[config.mk]
export PLATFORM = sky130hd
export DESIGN_NAME = crossbar_arbiter
export DESIGN_NICKNAME = d
export VERILOG_FILES = /design/src/rtl/crossbar_pkg.sv /design/src/rtl/rr_pick.sv /design/src/rtl/crossbar_arbiter.sv
export SDC_FILE = /design/constraint.sdc
export NUM_CORES = 1
export LEC_CHECK = 0
export ABC_CLOCK_PERIOD_IN_PS = 3200
export CAP_MARGIN = 5
export CORE_AREA = 2 2 272 274
export CTS_CLUSTER_DIAMETER = 60
export CTS_CLUSTER_SIZE = 14
export DETAILED_ROUTE_END_ITERATION = 10
export DIE_AREA = 0 0 274 276
export SYNTH_ARGS = -nofsm -noshare
export SYNTH_HDL_FRONTEND = slang
export SYNTH_SLANG_ARGS = --single-unit
[constraint.sdc]
create_clock -name i_clk -period 3.2 [get_ports i_clk]
set_input_delay 0.32 -clock i_clk [delete_from_list [all_inputs] [get_ports i_clk]]
set_output_delay 0.32 -clock i_clk [all_outputs]
set_load 0.005 [all_outputs]
[src/rtl/crossbar_pkg.sv]
// Shared definitions for the crossbar egress arbiter.
// Holds the AXI-Stream geometry used on every point and on the egress port,
// the default point count and the arbiter state encoding.
package crossbar_pkg;

   localparam int AXIS_DATA_W = 64;
   localparam int AXIS_KEEP_W = 8;
   localparam int AXIS_DEST_W = 3;
   localparam int DEF_PORTS   = 8;

   typedef enum logic [1:0] {
      ST_IDLE  = 2'd0,
      ST_GRANT = 2'd1,
      ST_BUSY  = 2'd2
   } arb_state_e;

endpackage

[src/rtl/rr_pick.sv]
// Combinational round-robin priority encoder.
// Finds the first set request bit starting at ptr and searching upward,
// wrapping from P_PORTS-1 back to 0.
//   req   : request vector, one bit per point
//   ptr   : starting index of the search (highest priority this round)
//   found : at least one request bit is set
//   idx   : index of the winning request (0 when none)
module rr_pick #(
   parameter int P_PORTS = 8,
   parameter int P_IDX_W = 3
) (
   input  logic [P_PORTS-1:0] req,
   input  logic [P_IDX_W-1:0] ptr,
   output logic               found,
   output logic [P_IDX_W-1:0] idx
);

   always_comb begin
      int                 cand;
      logic [P_IDX_W-1:0] cand_idx;
      cand     = 0;
      cand_idx = '0;
      found    = 1'b0;
      idx      = '0;
      for (int i = 0; i < P_PORTS; i++) begin
         // Explicit wrap keeps the search correct when P_PORTS is not a power of 2.
         cand = int'(ptr) + i;
         if (cand >= P_PORTS) begin
            cand = cand - P_PORTS;
         end
         cand_idx = P_IDX_W'(cand);
         if (!found && req[cand_idx]) begin
            found = 1'b1;
            idx   = cand_idx;
         end
      end
   end

endmodule

[src/rtl/crossbar_arbiter.sv]
// Output-side arbiter for one crossbar egress port.
// Samples per-point transmit requests in IDLE, issues a one-cycle registered
// grant pulse in round-robin order, then steers the granted point's
// AXI-Stream onto the egress port until its tlast handshake. A watchdog
// releases the port if the granted point never presents data.
//   i_clk, i_rst_n   : clock, asynchronous active-low reset
//   i_trans_req      : per-point transmit request (level)
//   o_trans_grant    : one-hot, single-cycle grant pulse
//   s_axis_*         : per-point AXI-Stream slaves (point k in slice k)
//   m_axis_*         : egress AXI-Stream master (tuser tied 0)
//   o_busy           : arbiter is granting or serving a packet
//   o_timeout        : one-cycle pulse when the watchdog aborts a service
module crossbar_arbiter
   import crossbar_pkg::*;
#(
   parameter int P_PORTS   = DEF_PORTS,
   parameter int P_TIMEOUT = 1024,
   parameter int P_IDX_W   = 3
) (
   input  logic                           i_clk,
   input  logic                           i_rst_n,
   input  logic [P_PORTS-1:0]             i_trans_req,
   output logic [P_PORTS-1:0]             o_trans_grant,
   input  logic [P_PORTS-1:0]             s_axis_tvalid,
   input  logic [AXIS_DATA_W*P_PORTS-1:0] s_axis_tdata,
   input  logic [P_PORTS-1:0]             s_axis_tlast,
   input  logic [AXIS_KEEP_W*P_PORTS-1:0] s_axis_tkeep,
   output logic [P_PORTS-1:0]             s_axis_tready,
   output logic                           m_axis_tvalid,
   output logic [AXIS_DATA_W-1:0]         m_axis_tdata,
   output logic                           m_axis_tlast,
   output logic [AXIS_KEEP_W-1:0]         m_axis_tkeep,
   output logic                           m_axis_tuser,
   input  logic                           m_axis_tready,
   output logic                           o_busy,
   output logic                           o_timeout
);

   localparam int              WD_W    = $clog2(P_TIMEOUT) + 1;
   localparam logic [WD_W-1:0] WD_LAST = WD_W'(P_TIMEOUT - 1);

   function automatic logic [P_IDX_W-1:0] next_idx(input logic [P_IDX_W-1:0] cur);
      if (int'(cur) >= P_PORTS - 1) begin
         return '0;
      end
      return cur + P_IDX_W'(1);
   endfunction

   function automatic logic [WD_W-1:0] wd_sat_inc(input logic [WD_W-1:0] cur);
      if (&cur) begin
         return cur;
      end
      return cur + WD_W'(1);
   endfunction

   arb_state_e         state, state_nxt;
   logic [P_IDX_W-1:0] sel, sel_nxt;
   logic [P_IDX_W-1:0] rr_ptr, rr_ptr_nxt;
   logic [WD_W-1:0]    wdog, wdog_nxt;
   logic               seen, seen_nxt;
   logic [P_PORTS-1:0] grant_nxt;
   logic               pick_found;
   logic [P_IDX_W-1:0] pick_idx;
   logic               pkt_done;
   logic               wd_abort;

   rr_pick #(
      .P_PORTS (P_PORTS),
      .P_IDX_W (P_IDX_W)
   ) u_rr_pick (
      .req   (i_trans_req),
      .ptr   (rr_ptr),
      .found (pick_found),
      .idx   (pick_idx)
   );

   // ---- zero-latency egress mux, live only while serving a packet ----
   always_comb begin
      m_axis_tvalid = 1'b0;
      m_axis_tdata  = '0;
      m_axis_tlast  = 1'b0;
      m_axis_tkeep  = '0;
      s_axis_tready = '0;
      if (state == ST_BUSY) begin
         for (int k = 0; k < P_PORTS; k++) begin
            if (sel == P_IDX_W'(k)) begin
               m_axis_tvalid    = s_axis_tvalid[k];
               m_axis_tdata     = s_axis_tdata[k*AXIS_DATA_W +: AXIS_DATA_W];
               m_axis_tlast     = s_axis_tlast[k];
               m_axis_tkeep     = s_axis_tkeep[k*AXIS_KEEP_W +: AXIS_KEEP_W];
               s_axis_tready[k] = m_axis_tready;
            end
         end
      end
   end

   assign m_axis_tuser = 1'b0;
   assign o_busy       = (state != ST_IDLE);
   assign pkt_done     = (state == ST_BUSY) && m_axis_tvalid && m_axis_tready && m_axis_tlast;
   // The watchdog only matters until the first valid beat; after that the
   // point owns the port for as long as backpressure lasts.
   assign wd_abort     = (state == ST_BUSY) && !seen && !m_axis_tvalid && (wdog == WD_LAST);
   assign o_timeout    = wd_abort;

   // ---- next-state: arbitration, service tracking, watchdog ----
   always_comb begin
      state_nxt  = state;
      sel_nxt    = sel;
      rr_ptr_nxt = rr_ptr;
      wdog_nxt   = wdog;
      seen_nxt   = seen;
      grant_nxt  = '0;
      case (state)
         ST_IDLE: begin
            if (pick_found) begin
               sel_nxt             = pick_idx;
               grant_nxt[pick_idx] = 1'b1;
               state_nxt           = ST_GRANT;
            end
         end
         ST_GRANT: begin
            wdog_nxt  = '0;
            seen_nxt  = 1'b0;
            state_nxt = ST_BUSY;
         end
         ST_BUSY: begin
            if (pkt_done || wd_abort) begin
               rr_ptr_nxt = next_idx(sel);
               state_nxt  = ST_IDLE;
            end else if (!seen) begin
               if (m_axis_tvalid) begin
                  seen_nxt = 1'b1;
               end else begin
                  wdog_nxt = wd_sat_inc(wdog);
               end
            end
         end
         default: begin
            state_nxt = ST_IDLE;
         end
      endcase
   end

   // ---- state registers ----
   always_ff @(posedge i_clk or negedge i_rst_n) begin
      if (!i_rst_n) begin
         state         <= ST_IDLE;
         sel           <= '0;
         rr_ptr        <= '0;
         wdog          <= '0;
         seen          <= 1'b0;
         o_trans_grant <= '0;
      end else begin
         state         <= state_nxt;
         sel           <= sel_nxt;
         rr_ptr        <= rr_ptr_nxt;
         wdog          <= wdog_nxt;
         seen          <= seen_nxt;
         o_trans_grant <= grant_nxt;
      end
   end

endmodule

# Yosys cells after proc, flatten, opt, wreduce, memory -nomap -nowiden
# Index checks and enable logic that the tools add are counted.
# classes
mul	0
n_reduce_logical	34
n_div	0
shift	0
magnitude_cmp	19
eq_ne	16
n_mux	111
bitwise	0
n_addsub	17
# ops
operator	count
64-bit 2-to-1 mux	9
8-bit 2-to-1 mux	12
1-bit 2-to-1 mux	54
3-bit 2-to-1 mux	18
11-bit 2-to-1 mux	4
3-bit by 4-bit < comparator with 1-bit output, second input constant	9
4-bit >= comparator, second input constant	7
1-bit binary-select mux with 3-bit select	8
3-bit by 1-bit subtractor with 3-bit output, second input constant	8
11-bit case mux with 2 select lines	1
3-bit by 3-bit adder with 4-bit output, second input constant	4
1-bit logical AND	14
3-bit == test, second input constant	4
11-bit by 1-bit adder with 11-bit output, second input constant	1
11-bit by 10-bit == test with 1-bit output, second input constant	1
11-bit AND reduction	1
1-bit logical NOT	9
3-bit by 2-bit adder with 4-bit output, second input constant	2
2-bit inequality test, second input constant	4
2-bit AND reduction	4
3-bit by 2-bit == test with 1-bit output, second input constant	2
2-bit case mux with 3 select lines	1
5-bit AND reduction	1
3-bit by 1-bit adder with 4-bit output, second input constant	1
16 further kinds	18
# totals
inputBits	603
word_cells	203
memories	0
latch_bits	0
regBits	28
rom_bits	0
output_inout_bits	93
ramBits	0

# Longest topological paths before layout
# Gate-level depths: netlist of the first run.
# depth
ltp_word	32
mapped_depth	13

# Cells and area by module
# From an unflattened synthesis of the first run, not the netlist that was laid out.
# unflattened
cells_unflattened	1338
area_unflattened_um2	7741.2
# by_module_without_submodules
mod	cells_each	area_each_um2	n_inst
crossbar_arbiter	1238	6924.1	1
rr_pick	100	817.0	1

# Least setup slack after synthesis of the first run
# OpenSTA, ideal clock, no wires.
# synth_path
path_type	reg-to-reg
start	reg rr_ptr[1]
end	reg o_trans_grant[5]
t_arrival_ns	3.162
slack_ns	-0.048
path_stages_with_launch	12
n_path_buf	3
synth_period_minus_slack_ns	3.248
setup_ns	0.087
required_time_ns	3.113
path_cell_list	dfrtp_1 -> buf_2 -> buf_1 -> inv_1 -> ha_1 -> buf_2 -> mux4_2 -> mux2_2 -> a221oi_2 -> o32ai_1 -> a221o_1 -> nor3_1
# synth_via
elab_chain_len	32
word_cells_on_any_way	84
cone_classes	15 x add/sub; 10 x order compare; 44 x mux; 15 x reduce/logical
# synth_rtl
element	line	source
from (decl)	crossbar_arbiter.sv:58	logic [P_IDX_W-1:0] rr_ptr, rr_ptr_nxt;
from (signal assigned)	crossbar_arbiter.sv:156	rr_ptr <= rr_ptr_nxt;
parallel branches: the longest is 30 deep, another holds 3-bit by 1-bit adder with 4-bit output	--	
8-bit 2-to-1 mux (*)	crossbar_arbiter.sv:115	if (pick_found) begin
8-bit 2-to-1 mux (*)	crossbar_arbiter.sv:113	case (state)
named net grant_nxt[5]	crossbar_arbiter.sv:61	logic [P_PORTS-1:0] grant_nxt;
to (signal assigned)	crossbar_arbiter.sv:159	o_trans_grant <= grant_nxt;
to (decl)	crossbar_arbiter.sv:23	output logic [P_PORTS-1:0] o_trans_grant,
# Mark *: on every way through the listed nets, which the timed path passes. The select of a mux whose other input is x is not followed.
# A chain may end at the register's enable or synchronous reset.

# Worst setup path after layout of the first run
# layout_path
start	reg sel[0]
end	out m_axis_tdata[34]
# layout_via
elab_chain_len	10
word_cells_on_any_way	17
cone_classes	7 x eq/ne; 9 x mux; 1 x reduce/logical
# layout_rtl
element	line	source
from (decl)	crossbar_arbiter.sv:57	logic [P_IDX_W-1:0] sel, sel_nxt;
from (signal assigned)	crossbar_arbiter.sv:155	sel <= sel_nxt;
3-bit logical NOT	crossbar_arbiter.sv:86	if (sel == P_IDX_W'(k)) begin
64-bit 2-to-1 mux (7 in a row)	crossbar_arbiter.sv:86	
64-bit 2-to-1 mux (*)	crossbar_arbiter.sv:86	
64-bit 2-to-1 mux (*)	crossbar_arbiter.sv:84	if (state == ST_BUSY) begin
to (decl)	crossbar_arbiter.sv:30	output logic [AXIS_DATA_W-1:0] m_axis_tdata,
# Every way passes the cells marked *; elsewhere a longest branch is shown, timed or not.

==> results.py, run 1 <==
metrics = {
    "synthesis": {
        "syn_area_um2": 6975,
        "async_flop_share_pct": 100.0,
        "syn_inst": 1117,
        "synth_cell_type_count": 65,
        "synth_simple_gate_area_share_pct": 23.23,
        "synthFlopType": "dfrtp_1",
        "ys_warn_count": 0,
        "synth_top_family_by_area": "compound AO/OA/AOI/OAI gates",
        "synth_area_leaders": "o21ai_0 (16%), nand2_1 (13%), dfrtp_1 (10%), a221oi_1 (9.7%), o311ai_0 (9.0%)",
        "ys_seq_area_share_pct": 10.04,
        "avgSynthCellArea_um2": 6.245,
        "yosys.area.top_type": "o21ai_0",
        "synthAdderAreaFrac_pct": 1.614,
        "synth_top_cell_area_share_pct": 16.29,
        "synth_edf_count": 0,
        "muxShareOfSynthArea_pct": 7.498,
        "ys_ff_latch": 28,
        "synth_xor_xnor_area_share_pct": 1.238,
        "synth_compound_area_share_pct": 48.45,
        "syn_nets": 1729,
    },
    "sta": {
        "relSlewSlack_pct": 48.48,
        "worst_slack_ns": -0.07416,
        "holdWs_ns": 0.4336,
        "finalHoldViolations": 0,
        "fin_skew_ns": 0.003176,
        "period_share_pct": 102.3,
        "tightest_slew_ns": 0.7728,
        "slew_viol_final": 0,
        "finalSetupViolations": 3,
        "layout_min_cycle_time_ns": 3.274,
        "rsz0062_at_grt": "true",
        "max_freq_mhz": 305.4,
    },
    "drt": {
        "postRouteAntennaNets": 0,
        "via_count": 12430,
        "wirelength_um": 65950,
        "via_per_inst": 4.398,
        "drt_first_pass_iters": 5,
        "wl_per_cell_um": 23.33,
        "drtIter0Drc": 712,
        "drc": 0,
    },
    "clock_tree": {
        "htreeDepth": 1,
        "clk_pin_slew_ns": 0.07,
        "cts_tree": "built",
        "clock_latency_ns": 0.26,
        "cts_num_sinks": 28,
        "numCtsBuffers": 3,
        "ctsLongestPathBuffers": 2,
        "root_buffer": "clkbuf_16",
        "hold_buffers": 0,
    },
    "placed_design": {
        "io_buffers": 694,
        "gp_congestion": 0.9141,
        "postPlaceCellArea_um2": 15990,
        "dp_cells": 2769,
        "place_hpwl_um": 53010,
    },
    "grt": {
        "grt_pass1_wl_um": 88460,
        "grt_pass1_vias": 12030,
        "antenna_found_initial": 33,
        "grt_overflow_total": 0,
        "track_usage_pct": 16.14,
        "grt_max_degree": 66,
    },
    "floorplanning": {
        "die_area_um2": 75620,
        "die_h_um": 276,
        "coreArea_um2": 72590,
        "start_util_pct": 9.610,
        "core.rowCount": 99,
        "io_pins": 696,
        "fp.dieW_um": 274,
    },
    "layout": {
        "stdcell_count": 2827,
        "final_area_um2": 16930,
        "fin_util_pct": 23.33,
        "nets": 2471,
        "drive_above_1_share_pct": 16.74,
        "layout_commonest_cell": "clkdlybuf4s50_1",
        "area_delta_synth_final_pct": 142.7,
        "mostFrequentLayoutCells": "clkdlybuf4s50_1 (620), nand2_1 (234), o21ai_1 (156), buf_4 (111), nor2_1 (96)",
    },
    "worst_setup_path": {
        "reg2reg_to": "o_trans_grant[6]",
        "crit_type": "register to output port",
        "r2r.worst_path.cells": 10,
        "regToRegStartpoint": "rr_ptr[0]",
        "cp.required_ns": 2.88,
        "start_kind": "register",
        "critical_path.max_fanout": 13,
        "crit_arrival_ns": 2.95,
        "worstSetupEndpointType": "output port",
        "r2r_setup_slack_ns": 0.12,
    },
    "pwr": {
        "irDropWorstVdd_mv": 0.4832,
        "power_leakage_nw": 5.986,
        "finalPower_mw": 12.71,
        "p_per_area_nw_per_um2": 750.7,
    },
    "outcome": {
        "violations": "setup timing",
        "outcome": "finished with violations",
    },
    "run": {
        "cap_violations": 0,
    },
    "min_path": {
        "hold_path_class": "input port to async pin",
    },
}
## final cells by class
| type | instances | area, µm² |
|---|---|---|
| fill | 8079 | 55650 |
| multi-input combinational | 949 | 6130 |
| tap | 959 | 1200 |
| inverter | 15 | 58.81 |
| timing repair buffer | 862 | 8728 |
| clock buffer | 4 | 88.84 |
| sequential | 28 | 701.9 |
| antenna | 10 | 25.02 |
## power by group
part / leakage (nW) / switching [mW] / total (mW) / internal, mW
Combinational: 5.57 / 6.01 / 11.9 / 5.86
Clock: 0.0442 / 0.117 / 0.308 / 0.192
Sequential: 0.371 / 0.0831 / 0.531 / 0.447
## stage by stage
| stage | TNS [ns] | setup slack, ns |
|---|---|---|
| 2_1_floorplan | 0 | 0.09065 |
| 3_3_place_gp | -3.434 | -0.5007 |
| 3_5_place_dp | -4.700 | -0.5156 |
| 4_1_cts | -1.432 | -0.2421 |
| 5_1_grt | -3.740 | -0.2248 |
| 6_report | -0.1486 | -0.07416 |
## state kept, by name, summed over array words and instances, names as in the netlist
signal         flops
wdog              11
o_trans_grant      8
rr_ptr             3
sel                3
state              2
seen               1
## cells in the mapped netlist (all sizes together), types with 3 or more instances
library cell / n
xnor2: 8
o311ai: 72
a221oi: 79
nor4: 3
nand3: 7
nor3: 15
nand2: 237
a21oi: 10
o21ai: 231
o31ai: 4
ha: 9
mux4: 12
and3: 5
a31oi: 3
nor2: 99
nor2b: 10
dfrtp: 28
nand2b: 7
o211ai: 72
clkbuf: 105
mux2i: 18
buf: 20
or2: 3
inv: 15
mux2: 5
a211oi: 3
## per-layer routing
| layer | vias to the layer above | global-route usage [%] | share of wire [%] |
|---|---|---|---|
| met2 | 746 | 26.13 | 45 |
| met5 | - | 0 | 0.19 |
| li1 | 5768 | - | - |
| met3 | 117 | 5.411 | 11 |
| met4 | 20 | 4.111 | 3.0 |
| met1 | 5783 | 20.38 | 41 |
## repair_timing
item	in CTS	in global routing
endpoints found under the hold margin	0	0
gates cloned	7	4
pin swaps	66	83
buffers inserted	15	20
endpoints found under the setup margin	73	76
gates resized for setup	397	128
## how the worst max path moves through the flow
| stage | startpoint | endpoint | slack [ns] | cells past startpoint |
|---|---|---|---|---|
| after floorplan | rr_ptr[1] | o_trans_grant[5] | 0.09 | 11 |
| after global routing | sel[0] | m_axis_tdata[48] | -0.22 | 11 |
| final | sel[0] | m_axis_tdata[34] | -0.07 | 12 |
| after global placement | sel[0] | m_axis_tdata[43] | -0.50 | 13 |
| after CTS | sel[0] | m_axis_tdata[61] | -0.24 | 12 |
| after detailed placement | sel[0] | m_axis_tdata[43] | -0.52 | 12 |
## worst max-delay path, stage by stage (launching register included)
cell and delay [ns]:
dfrtp_2 0.45, buf_4 0.17, ha_4 0.17, ha_4 0.20
buf_6 0.14, buf_16 0.15, buf_6 0.16, o311ai_1 0.27
o21ai_1 0.11, o211ai_1 0.31, o21ai_1 0.10, o21ai_0 0.15
dlygate4sd2_1 0.26
## kinds of logic after synthesis
logic type | Yosys count
compound gates | 499
simple gates | 396
buf+inv | 140
mux | 35
flops | 28
fa+ha+maj | 9
xor+xnor | 9
other cells | 1
No activity file was read; power rests on OpenSTA's default activity.
==> run 2: changes to the inputs <==
PLACE_DENSITY = 0.34   (was unset)
SETUP_SLACK_MARGIN = 0.3   (was unset)
==> run 2 against run 1 <==
The run now ends clean. First-iteration DRC count fell by 30%. Clock skew increased by 0.011 ns. Via count down 0.92%. Highest routed layer unchanged. Sequential power about the same. Register-to-register slack improved by 0.17 ns. Maximum frequency up 3.1%.
==> results.py, run 2 (synthesized netlist as in run 1, its figures left out) <==
metrics = {
    "worst_setup_path": {
        "regToRegStartpoint": "rr_ptr[1]",
        "cp.required_ns": 2.88,
        "r2r.worst_path.cells": 10,
        "crit_type": "register to output port",
        "crit_arrival_ns": 2.85,
        "cp-startpoint": "sel[0]",
        "worstSetupEndpointType": "output port",
        "r2r_setup_slack_ns": 0.29,
        "critical_path.max_fanout": 10,
        "reg2reg_to": "o_trans_grant[2]",
        "endpoint": "m_axis_tdata[46]",
        "start_kind": "register",
    },
    "min_path": {
        "hold_path_class": "input port to async pin",
    },
    "placed_design": {
        "gp_congestion": 0.8800,
        "postPlaceCellArea_um2": 16140,
        "dpl_worst_slack_ns": -0.4150,
        "place_hpwl_um": 57670,
        "io_buffers": 694,
    },
    "pwr": {
        "switchingPower_mw": 6.947,
        "clkPwrFrac_pct": 2.6,
        "power_leakage_nw": 6.495,
        "p_comb_share_pct": 93.8,
        "p_seq_share_pct": 3.7,
        "switching_share_pct": 47.90,
        "intPower_mw": 7.555,
        "p_per_area_nw_per_um2": 787.3,
        "irDropWorstVdd_mv": 0.3093,
    },
    "grt": {
        "grt_max_degree": 77,
        "grt_pass1_vias": 12620,
        "track_usage_pct": 17.29,
        "grt_pass1_wl_um": 95430,
        "antenna_found_initial": 37,
        "grt_overflow_total": 0,
    },
    "clock_tree": {
        "cts_tree": "built",
        "root_buffer": "clkbuf_16",
        "numCtsBuffers": 3,
        "clk_pin_slew_ns": 0.08,
        "hold_buffers": 0,
        "cts_num_sinks": 28,
        "ctsLongestPathBuffers": 2,
        "htreeDepth": 1,
        "clock_latency_ns": 0.27,
    },
    "layout": {
        "ff_latch_area_um2": 703.2,
        "area_delta_synth_final_pct": 164.1,
        "layout_commonest_cell": "clkdlybuf4s50_1",
        "largest_reg_flops": 11,
        "drive_above_1_share_pct": 24.96,
        "multi_input_area_um2": 6993,
        "nFillCells": 8015,
        "regMostFlops": "wdog",
        "final_area_um2": 18420,
        "nets": 2536,
        "mostFrequentLayoutCells": "clkdlybuf4s50_1 (618), nand2_1 (231), o21ai_1 (172), buf_4 (139), nor2_1 (93)",
        "reg_top3": "wdog x11, o_trans_grant x8",
    },
    "sta": {
        "tightest_slew_ns": 1.072,
        "layout_min_cycle_time_ns": 3.175,
        "max_freq_mhz": 315.0,
        "finalSetupViolations": 0,
        "fin_skew_ns": 0.01431,
        "slew_viol_final": 0,
        "worst_slack_ns": 0.02543,
        "rsz0062_at_grt": "true",
        "period_share_pct": 99.21,
        "setup_tns_ns": 0,
        "relSlewSlack_pct": 28.55,
        "finalHoldViolations": 0,
    },
    "drt": {
        "via_count": 12320,
        "postRouteAntennaNets": 0,
        "drc": 0,
        "wirelength_um": 70030,
        "drtIter0Drc": 499,
        "drt_first_pass_iters": 5,
        "via_per_inst": 4.255,
        "wl_per_cell_um": 24.19,
    },
    "floorplanning": {
        "fp.dieW_um": 274,
        "start_util_pct": 9.610,
        "core.rowCount": 99,
        "die_h_um": 276,
        "io_pins": 696,
        "coreArea_um2": 72590,
        "die_area_um2": 75620,
    },
    "outcome": {
        "outcome": "completed",
    },
    "run": {
        "cap_violations": 0,
    },
}
-- run 2: cell count changes in the layout (fill, tap and decap cells not counted), sizes merged --
cell	change
bufbuf	-1
dlygate4sd2	-16
diode	+3
clkbuf	-9
bufinv	+1
dlymetal6s2s	-1
clkdlybuf4s50	-2
buf	+83
clkdlybuf4s15	+10
-- run 2: worst min path at each step --
stage / slack (ns) / to
3_3_place_gp: 0.47 / wdog[10]
5_1_grt: 0.48 / rr_ptr[0]
2_1_floorplan: 0.02 / o_trans_grant[0]
6_report: 0.44 / rr_ptr[0]
4_1_cts: 0.46 / rr_ptr[2]
3_5_place_dp: 0.47 / wdog[10]
-- run 2: critical path: stages, from the launching register on --
cell,delay (ns)
dfrtp_1,0.42
buf_6,0.13
ha_4,0.16
nor3b_4,0.19
buf_6,0.16
buf_12,0.14
buf_12,0.14
a221oi_1,0.10
o311ai_1,0.31
o21ai_1,0.12
o211ai_1,0.21
o21ai_1,0.10
o21ai_0,0.16
clkdlybuf4s15_2,0.22
-- run 2: stage by stage --
stage	total power [mW]	std cells	utilization, %	hold WS, ns
floorplan	5.635	1117	-	0.02441
detailed placement	11.28	2783	22.23	0.4715
global placement	11.29	2783	22.23	0.4697
finish	14.50	2895	25.38	0.4392
CTS	13.42	2845	23.89	0.4641
global route	15.72	2892	25.37	0.4758
-- run 2: layout make-up --
type                       instances  share of cell area [%]
sequential                        28                   3.817
tap                              959                   6.514
timing repair buffer             927                   50.64
inverter                          15                  0.3192
multi-input combinational        949                   37.96
clock inverter                     1                  0.1630
clock buffer                       3                  0.4076
antenna                           13                  0.1766
-- run 2: what timing repair did --
action	in CTS	in global routing
setup endpoints to repair	97	88
gates resized for setup	596	188
setup buffers	52	35
gates cloned	6	2
pin swaps	113	131
-- run 2: power groups by stage --
stage / Combinational, mW / Sequential, mW / Clock [mW]
global route: 14.8 / 0.543 / 0.396
detailed placement: 10.8 / 0.523 / 0
global placement: 10.8 / 0.525 / 0
CTS: 12.5 / 0.528 / 0.377
finish: 13.6 / 0.530 / 0.370
floorplan: 5.12 / 0.518 / 0
-- run 2: routing by layer --
layer  vias up  GRT usage (%)  part of all wire [%]
li1       5908              -                     -
met3        56          4.629                   8.1
met5         -              0                  0.26
met1      5840          22.76                    44
met2       485          28.57                    47
met4        30          2.620                  0.94
